[config.mk]
export PLATFORM = sky130hd
export DESIGN_NAME = prog_byte_loader
export DESIGN_NICKNAME = d
export VERILOG_FILES = /design/src/rtl/prog_byte_loader_pkg.sv /design/src/rtl/prog_byte_loader_load_timeout.sv /design/src/rtl/prog_byte_loader.sv
export SDC_FILE = /design/constraint.sdc
export NUM_CORES = 1
export LEC_CHECK = 0
export CORE_MARGIN = 10
export CORE_UTILIZATION = 48
export DETAILED_ROUTE_END_ITERATION = 10
export PLACE_DENSITY = 0.71
export SYNTH_ARGS = -nofsm -noshare
export SYNTH_HDL_FRONTEND = slang
export SYNTH_SLANG_ARGS = --single-unit
[constraint.sdc]
create_clock -name clk -period 2.8 [get_ports clk]
set_input_delay 0.56 -clock clk [delete_from_list [all_inputs] [get_ports clk]]
set_output_delay 0.56 -clock clk [all_outputs]
set_load 0.1 [all_outputs]
[src/rtl/prog_byte_loader_pkg.sv]
// Shared types and constants for the byte-stream program loader.
// Holds the FSM encoding, abort codes and frame byte layout.
package prog_byte_loader_pkg;

    typedef enum logic [2:0] {
        ST_IDLE  = 3'd0,
        ST_HDR   = 3'd1,
        ST_HI    = 3'd2,
        ST_LO    = 3'd3,
        ST_WRITE = 3'd4,
        ST_CHK   = 3'd5,
        ST_DONE  = 3'd6,
        ST_ERR   = 3'd7
    } state_t;

    localparam logic [1:0] ERR_TIMEOUT  = 2'd0;
    localparam logic [1:0] ERR_COUNT    = 2'd1;
    localparam logic [1:0] ERR_NIBBLE   = 2'd2;
    localparam logic [1:0] ERR_CHECKSUM = 2'd3;

    localparam int BYTE_W = 8;
    localparam int NIB_W  = 4;

    // States in which a frame byte can be taken from the channel.
    function automatic logic is_rx_state(input state_t s);
        return (s == ST_HDR) || (s == ST_HI) || (s == ST_LO) || (s == ST_CHK);
    endfunction

    // States from which a start pulse opens a new frame.
    function automatic logic is_restart_state(input state_t s);
        return (s == ST_IDLE) || (s == ST_DONE) || (s == ST_ERR);
    endfunction

endpackage

[src/rtl/prog_byte_loader_load_timeout.sv]
// Inter-byte watchdog: counts enabled cycles since the last clear and
// flags the final cycle of the allowed window.
module load_timeout
    import prog_byte_loader_pkg::*;
#(
    parameter int TIMEOUT_CYC = 1024,
    parameter int CNT_W       = (TIMEOUT_CYC > 1) ? $clog2(TIMEOUT_CYC) : 1
) (
    input  logic clk,
    input  logic rst,
    input  logic clr,
    input  logic en,
    output logic expire
);

    localparam logic [CNT_W-1:0] LAST = CNT_W'(TIMEOUT_CYC - 1);

    logic [CNT_W-1:0] count_reg;

    always_ff @(posedge clk) begin
        if (!rst) begin
            count_reg <= '0;
        end else if (clr) begin
            count_reg <= '0;
        end else if (en && (count_reg != LAST)) begin
            count_reg <= count_reg + 1'b1;
        end
    end

    assign expire = en && (count_reg == LAST);

endmodule

[src/rtl/prog_byte_loader.sv]
// Loads a framed program (count, instruction byte pairs, XOR checksum) from a
// valid/ready byte channel into the program-memory load port.
module prog_byte_loader
    import prog_byte_loader_pkg::*;
#(
    parameter int ADDR_W      = 8,
    parameter int INSTR_W     = 12,
    parameter int MAX_WORDS   = 10,
    parameter int TIMEOUT_CYC = 1024
) (
    input  logic               clk,
    input  logic               rst,
    input  logic               start,
    input  logic               in_valid,
    input  logic [7:0]         in_data,
    output logic               in_ready,
    output logic               pmem_le,
    output logic [ADDR_W-1:0]  pmem_la,
    output logic [INSTR_W-1:0] pmem_li,
    output logic               busy,
    output logic               load_done,
    output logic               load_err,
    output logic [1:0]         err_code,
    output logic [ADDR_W-1:0]  word_count
);

    localparam logic [BYTE_W-1:0] MAX_COUNT = BYTE_W'(MAX_WORDS);

    state_t              state_reg;
    logic [BYTE_W-1:0]   n_reg;
    logic [BYTE_W-1:0]   chk_reg;
    logic [NIB_W-1:0]    hi_reg;
    logic [ADDR_W-1:0]   idx_reg;
    logic [ADDR_W-1:0]   word_count_reg;
    logic                pmem_le_reg;
    logic [ADDR_W-1:0]   pmem_la_reg;
    logic [INSTR_W-1:0]  pmem_li_reg;
    logic [1:0]          err_code_reg;

    logic xfer;
    logic restart;
    logic timer_expire;

    assign in_ready = is_rx_state(state_reg);
    assign xfer     = in_valid && in_ready;
    assign restart  = start && is_restart_state(state_reg);

    load_timeout #(
        .TIMEOUT_CYC(TIMEOUT_CYC)
    ) u_timeout (
        .clk   (clk),
        .rst   (rst),
        .clr   (xfer || restart),
        .en    (in_ready),
        .expire(timer_expire)
    );

    always_ff @(posedge clk) begin
        if (!rst) begin
            state_reg      <= ST_IDLE;
            n_reg          <= '0;
            chk_reg        <= '0;
            hi_reg         <= '0;
            idx_reg        <= '0;
            word_count_reg <= '0;
            pmem_le_reg    <= 1'b0;
            pmem_la_reg    <= '0;
            pmem_li_reg    <= '0;
            err_code_reg   <= ERR_TIMEOUT;
        end else begin
            pmem_le_reg <= 1'b0;
            case (state_reg)
                ST_IDLE, ST_DONE, ST_ERR: begin
                    if (start) begin
                        state_reg      <= ST_HDR;
                        n_reg          <= '0;
                        chk_reg        <= '0;
                        idx_reg        <= '0;
                        word_count_reg <= '0;
                        err_code_reg   <= ERR_TIMEOUT;
                    end
                end
                ST_HDR: begin
                    if (xfer) begin
                        if ((in_data == '0) || (in_data > MAX_COUNT)) begin
                            state_reg    <= ST_ERR;
                            err_code_reg <= ERR_COUNT;
                        end else begin
                            n_reg     <= in_data;
                            chk_reg   <= chk_reg ^ in_data;
                            state_reg <= ST_HI;
                        end
                    end else if (timer_expire) begin
                        state_reg    <= ST_ERR;
                        err_code_reg <= ERR_TIMEOUT;
                    end
                end
                ST_HI: begin
                    if (xfer) begin
                        // Only 12-bit instructions exist, so the upper nibble must be clear.
                        if (in_data[7:4] != '0) begin
                            state_reg    <= ST_ERR;
                            err_code_reg <= ERR_NIBBLE;
                        end else begin
                            hi_reg    <= in_data[3:0];
                            chk_reg   <= chk_reg ^ in_data;
                            state_reg <= ST_LO;
                        end
                    end else if (timer_expire) begin
                        state_reg    <= ST_ERR;
                        err_code_reg <= ERR_TIMEOUT;
                    end
                end
                ST_LO: begin
                    if (xfer) begin
                        chk_reg     <= chk_reg ^ in_data;
                        pmem_le_reg <= 1'b1;
                        pmem_la_reg <= idx_reg;
                        pmem_li_reg <= INSTR_W'({hi_reg, in_data});
                        state_reg   <= ST_WRITE;
                    end else if (timer_expire) begin
                        state_reg    <= ST_ERR;
                        err_code_reg <= ERR_TIMEOUT;
                    end
                end
                ST_WRITE: begin
                    idx_reg        <= idx_reg + 1'b1;
                    word_count_reg <= word_count_reg + 1'b1;
                    if (idx_reg == ADDR_W'(n_reg - 8'd1)) begin
                        state_reg <= ST_CHK;
                    end else begin
                        state_reg <= ST_HI;
                    end
                end
                ST_CHK: begin
                    if (xfer) begin
                        if (in_data == chk_reg) begin
                            state_reg <= ST_DONE;
                        end else begin
                            state_reg    <= ST_ERR;
                            err_code_reg <= ERR_CHECKSUM;
                        end
                    end else if (timer_expire) begin
                        state_reg    <= ST_ERR;
                        err_code_reg <= ERR_TIMEOUT;
                    end
                end
                default: begin
                    state_reg <= ST_IDLE;
                end
            endcase
        end
    end

    assign pmem_le    = pmem_le_reg;
    assign pmem_la    = pmem_la_reg;
    assign pmem_li    = pmem_li_reg;
    assign busy       = in_ready || (state_reg == ST_WRITE);
    assign load_done  = (state_reg == ST_DONE);
    assign load_err   = (state_reg == ST_ERR);
    assign err_code   = err_code_reg;
    assign word_count = word_count_reg;

endmodule

# [Word level (Yosys, flattened, before mapping)]
# Cells that the tools add are included.
[word_totals] ff_bits=72 input_bits=12 output_inout_bits=35 wordCells=102
[op_classes] add_sub_neg=4 order_cmp=1 n_eq_ne=21 n_mux=34 bitwise=3 n_reduce_logical=28
[op_table] op="$mux W8" n=8
[op_table] op="$pmux W8 S2" n=3
[op_table] op="$pmux W8 S4" n=1
[op_table] op="$mux W3" n=9
[op_table] op="$mux W2" n=9
[op_table] op="$pmux W3 S6" n=1
[op_table] op="$add A8 B1 Y8 const B" n=2
[op_table] op="$eq A8 B8 Y1" n=2
[op_table] op="$ne A2 B2 Y1 const B" n=7
[op_table] op="$eq A3 B3 Y1 const B" n=4
[op_table] op="$add A10 B1 Y10 const B" n=1
[op_table] op="$eq A10 B10 Y1 const B" n=1
[op_table] op="$ne A10 B10 Y1 const B" n=1
[op_table] op="$pmux W2 S5" n=1
[op_table] op="$gt A8 B4 Y1 const B" n=1
[op_table] op="$logic_not A8 Y1" n=1
[op_table] op="$logic_or A1 B1 Y1" n=8
[op_table] op="$reduce_bool A4 Y1" n=2
[op_table] op="$sub A8 B1 Y8 const B" n=1
[op_table] op="$xor A8 B8 Y8" n=1
[op_table] op="$reduce_and A7 Y1" n=1
[op_table] op="$eq A3 B2 Y1 const B" n=2
[op_table] op="$ne A3 B2 Y1 const B" n=2
[op_table] op="$reduce_and A2 Y1" n=3
[op_table] op="other kinds (13)" n=19

# [Longest topological paths before layout]
[depth] ltp_word=8 mapped_depth=9

# [Hierarchy]
# From an unflattened synthesis, not the netlist that was laid out.
[hier_totals] hier_cells=481 hier_area_um2=3812.4
[by_module_without_submodules] module="prog_byte_loader" instances=1 cells_per_inst=412 area_per_inst_um2=3230.6 seq_area_each_um2=1241.2
[by_module_without_submodules] module="load_timeout" instances=1 cells_per_inst=69 area_per_inst_um2=581.8 seq_area_each_um2=200.2

# [Worst setup path before layout]
# No wires, ideal clock.
[synth_timing] path_type="register to output" startpoint="register state_reg[1]" endpoint="output port load_done" arrival_time_ns=1.881 required_time_ns=2.240 slack_ns=0.359 path_stages_with_launch=4 n_path_buf=1 cell_sequence="dfxtp_1 > buf_4 > nand2_1 > nor2_1"
[synth_between] elab_chain_len=1
[synth_lines] element="from (decl)" line="prog_byte_loader.sv:29" text="state_t state_reg;"
[synth_lines] element="from (signal assigned)" line="prog_byte_loader.sv:60" text="state_reg <= ST_IDLE;"
[synth_lines] element="from (signal assigned)" line="prog_byte_loader.sv:75" text="state_reg <= ST_HDR;"
[synth_lines] element="from (signal assigned)" line="prog_byte_loader.sv:86" text="state_reg <= ST_ERR;"
[synth_lines] element="$eq A3 B3 Y1" line="prog_byte_loader.sv:159" text="assign load_done = (state_reg == ST_DONE);"
[synth_lines] element="to (decl)" line="prog_byte_loader.sv:21" text="output logic load_done,"
# Every way passes these cells.

# [Worst setup path in the final report]
[layout_timing] startpoint="register n_reg[0]" endpoint="register state_reg[2]"
[layout_between] elab_chain_len=4
[layout_lines] element="from (decl)" line="prog_byte_loader.sv:30" text="logic [BYTE_W-1:0] n_reg;"
[layout_lines] element="from (signal assigned)" line="prog_byte_loader.sv:89" text="n_reg <= in_data;"
[layout_lines] element="$sub A8 B1 Y8" line="prog_byte_loader.sv:129" text="if (idx_reg == ADDR_W'(n_reg - 8'd1)) begin"
[layout_lines] element="$eq A8 B8 Y1" line="prog_byte_loader.sv:129"
[layout_lines] element="$mux W3" line="prog_byte_loader.sv:129"
[layout_lines] element="$pmux W3 S6" line="prog_byte_loader.sv:72" text="case (state_reg)"
[layout_lines] element="to (signal assigned)" line="prog_byte_loader.sv:75"
[layout_lines] element="to (signal assigned)" line="prog_byte_loader.sv:130" text="state_reg <= ST_CHK;"
[layout_lines] element="to (signal assigned)" line="prog_byte_loader.sv:132" text="state_reg <= ST_HI;"
# Every way passes these cells.
# A chain may end at the register's enable or synchronous reset.

==> out/metrics.yaml <==
synth:
  synth.avg_cell_area_um2: 8.17
  ys_warn_count: 0
  syn-cell-area_um2: 3720
  synth_area_leaders: "dfxtp_1, nand2_1, xnor2_1"
  yosysTopAreaCellShare_pct: 38.8
  ys_async_sr_fraction_pct: 0
  synth_top_area_cell: "dfxtp_1"
  yosys_register_bits: 72
  yosysUniqueCellTypes: 57
  syn_inst: 455
  syn-num-nets: 471
  synth-edff-count: 0
  ys_seq_area_share_pct: 38.8
  yosys_most_used_dff: "dfxtp_1"
timing:
  relSlewSlack_pct: 60.7
  tns_ns: 0
  fin_ws_ns: 0.431
  fin_crit_ns: 2.37
  slew_violations: 0
  grt_setup_unrepaired: "no"
  hold_viol: 0
  fin_crit_sh_pct: 84.6
  finalSetupViolCount: 0
  fmaxAchievable_ghz: 0.422
  worst_pin_slew_ns: 0.585
  finClkSkew_ns: 0.00908
global_route:
  track_usage_pct: 14.4
  first_global_vias: 2984
  antenna_found_initial: 0
  grt_overflow: 0
  grt_first_pass_wirelength_um: 14000
  grt_max_degree: 26
clocking:
  cts_made_buffers: 9
  h-tree-depth: 3
  cts_sinks: 72
  cts-hold-fix-buffers: 0
  path_clk_slew_ns: 0.08
  post_cts_buffers: 0
  clock_latency_ns: 0.34
  cts_tree: "done"
  cts_buffer_depth: 2
  cts.repair.resized: 0
  cts-root-buf: "clkbuf_8"
worst_setup_path:
  worstSetupEndpointType: "flop"
  worstPathMaxFanout: 8
  crit_type: "reg -> reg"
  r2r_slack_ns: 0.43
  worstPathRequired_ns: 3.06
  arrival_ns: 2.63
  reg2reg_to: "state_reg[2]"
  r2r-start: "n_reg[0]"
  r2r_cells: 8
  worstSetupStartpointType: "flop"
power_and_ir_drop:
  ir_drop_mv: 0.317
  power.density_nw_per_um2: 561
  power.leakage_nw: 1.66
run:
  cap_viol_max_count: 0
routing:
  vias: 3242
  route.detailed.vias_per_inst: 5.38
  dr.pass1.iters: 5
  drtAntennaViolNets: 0
  routed_wl_um: 8260
  drt_iter0_markers: 125
  routedWlPerCell_um: 13.7
  drc: 0
layout:
  drive_above_1_share_pct: 16.8
  multi_input_area_um2: 2090
  finalNetCount: 512
  fillCellCount: 746
  num_antenna_cells: 0
  largest_reg_flops: 12
  seq_area_um2: 1440
  area_growth_pct: 17.3
floorplan:
  dieWidth_um: 108
  start_util_pct: 48.6
  core_um2: 7650
  die_area_um2: 11700
  die_y_um: 108
  pin_count: 47
  rows: 32
min_path:
  worstHoldStart: "pmem_la[5]"
  whs_path_depth: 2
  hold_end: "pmem_la[5]"
  hold_class: "reg -> reg"
place:
  gp_congestion: 0.888
  dp_hpwl_um: 6120
  place_ws_ns: 0.0929
  io_buffer_count: 46
status:
  outcome: "complete, no violations"
-- kinds of logic after synthesis --
kind of cell               after synthesis  synth area share [%]
DFF                                     72                  38.8
and+or+nand+nor                        204                  28.2
buffers and inverters                   37                  5.02
xor gates and xnor gates                26                  6.33
adders and majority gates                4                  1.35
AOI/OAI and AO/OA                      106                  18.7
muxes                                    6                  1.62
-- layout by cell type, fill, tap and decap left out, types with 4 or more instances in the layout --
| cell | Yosys | routed |
|---|---|---|
| and2_1 | 11 | 11 |
| nor2_1 | 39 | 39 |
| nand3_1 | 23 | 23 |
| nand4_1 | 6 | 6 |
| o21ai_0 | 27 | 27 |
| a21boi_0 | 16 | 16 |
| o21ai_1 | 8 | 8 |
| clkbuf_8 | 0 | 9 |
| nor2b_1 | 9 | 9 |
| nand2_1 | 69 | 69 |
| and3_1 | 9 | 9 |
| nor3b_2 | 7 | 7 |
| ha_1 | 4 | 4 |
| clkdlybuf4s50_1 | 0 | 11 |
| a21boi_1 | 8 | 8 |
| buf_4 | 4 | 46 |
| mux2i_1 | 6 | 6 |
| xor2_1 | 7 | 7 |
| nor3_1 | 9 | 9 |
| o21a_1 | 4 | 4 |
| inv_1 | 9 | 9 |
| a21oi_1 | 22 | 22 |
| xnor2_1 | 18 | 18 |
| dfxtp_1 | 72 | 72 |
-- metrics by stage --
stage / power [mW] / std cells / hold slack, ns / util, % / cell area (um2)
after floorplan: 1.54 / 455 / 0.441 / - / 3720
after global placement: 1.66 / 587 / 0.446 / 54.5 / 4170
after detailed placement: 1.66 / 587 / 0.450 / 54.5 / 4170
after CTS: 2.48 / 603 / 0.461 / 57.0 / 4360
after global routing: 2.57 / 603 / 0.484 / 57.0 / 4360
final: 2.45 / 603 / 0.456 / 57.0 / 4360
-- synthesized netlist by cell type, types with 11 or more instances --
cell type / instances
and2_1: 11
a21oi_1: 22
a21boi_0: 16
dfxtp_1: 72
xnor2_1: 18
nor2_1: 39
o21ai_0: 27
nand2_1: 69
nand3_1: 23
clkbuf_1: 15
-- worst max path at each step --
| stage | slack, ns | cells past startpoint | from | end |
|---|---|---|---|---|
| 6_report | 0.43 | 8 | n_reg[0] | state_reg[2] |
| 5_1_grt | 0.30 | 8 | n_reg[0] | state_reg[2] |
| 4_1_cts | 0.42 | 8 | n_reg[0] | state_reg[2] |
| 3_5_place_dp | 0.09 | 7 | in_data[4] | chk_reg[3] |
| 3_3_place_gp | 0.18 | 7 | in_data[4] | chk_reg[3] |
| 2_1_floorplan | 0.36 | 3 | state_reg[1] | load_done |
-- layer usage --
layer / wire length (um) / vias to the layer above / global-route usage, %
li1: - / 1652 / -
met1: 3740 / 1519 / 17.7
met2: 4010 / 62 / 23.5
met3: 397 / 9 / 4.40
met4: 104 / 0 / 4.87
met5: 0 / - / 0
-- critical path, stage by stage (launching register included) --
cell      delay (ns)
dfxtp_1         0.42
inv_1           0.07
ha_1            0.30
o21ba_1         0.22
a221oi_2        0.26
a41oi_1         0.06
or4_1           0.48
a211o_1         0.35
a21boi_1        0.15
-- area by class of cell --
class / count / area share (%)
repair buffers: 58 / 10.9
inverters: 9 / 0.775
well taps: 102 / 2.93
multi-input cells: 346 / 47.9
clock buffers: 9 / 2.84
clock inverters: 7 / 1.61
flip-flops and latches: 72 / 33.1
-- report_power, final --
group	total (mW)	internal, mW	switching, mW
combinational	0.543	0.177	0.365
clock	0.806	0.411	0.395
sequential	1.10	1.05	0.0464
Note: power is estimated with default switching activity, not from simulation.
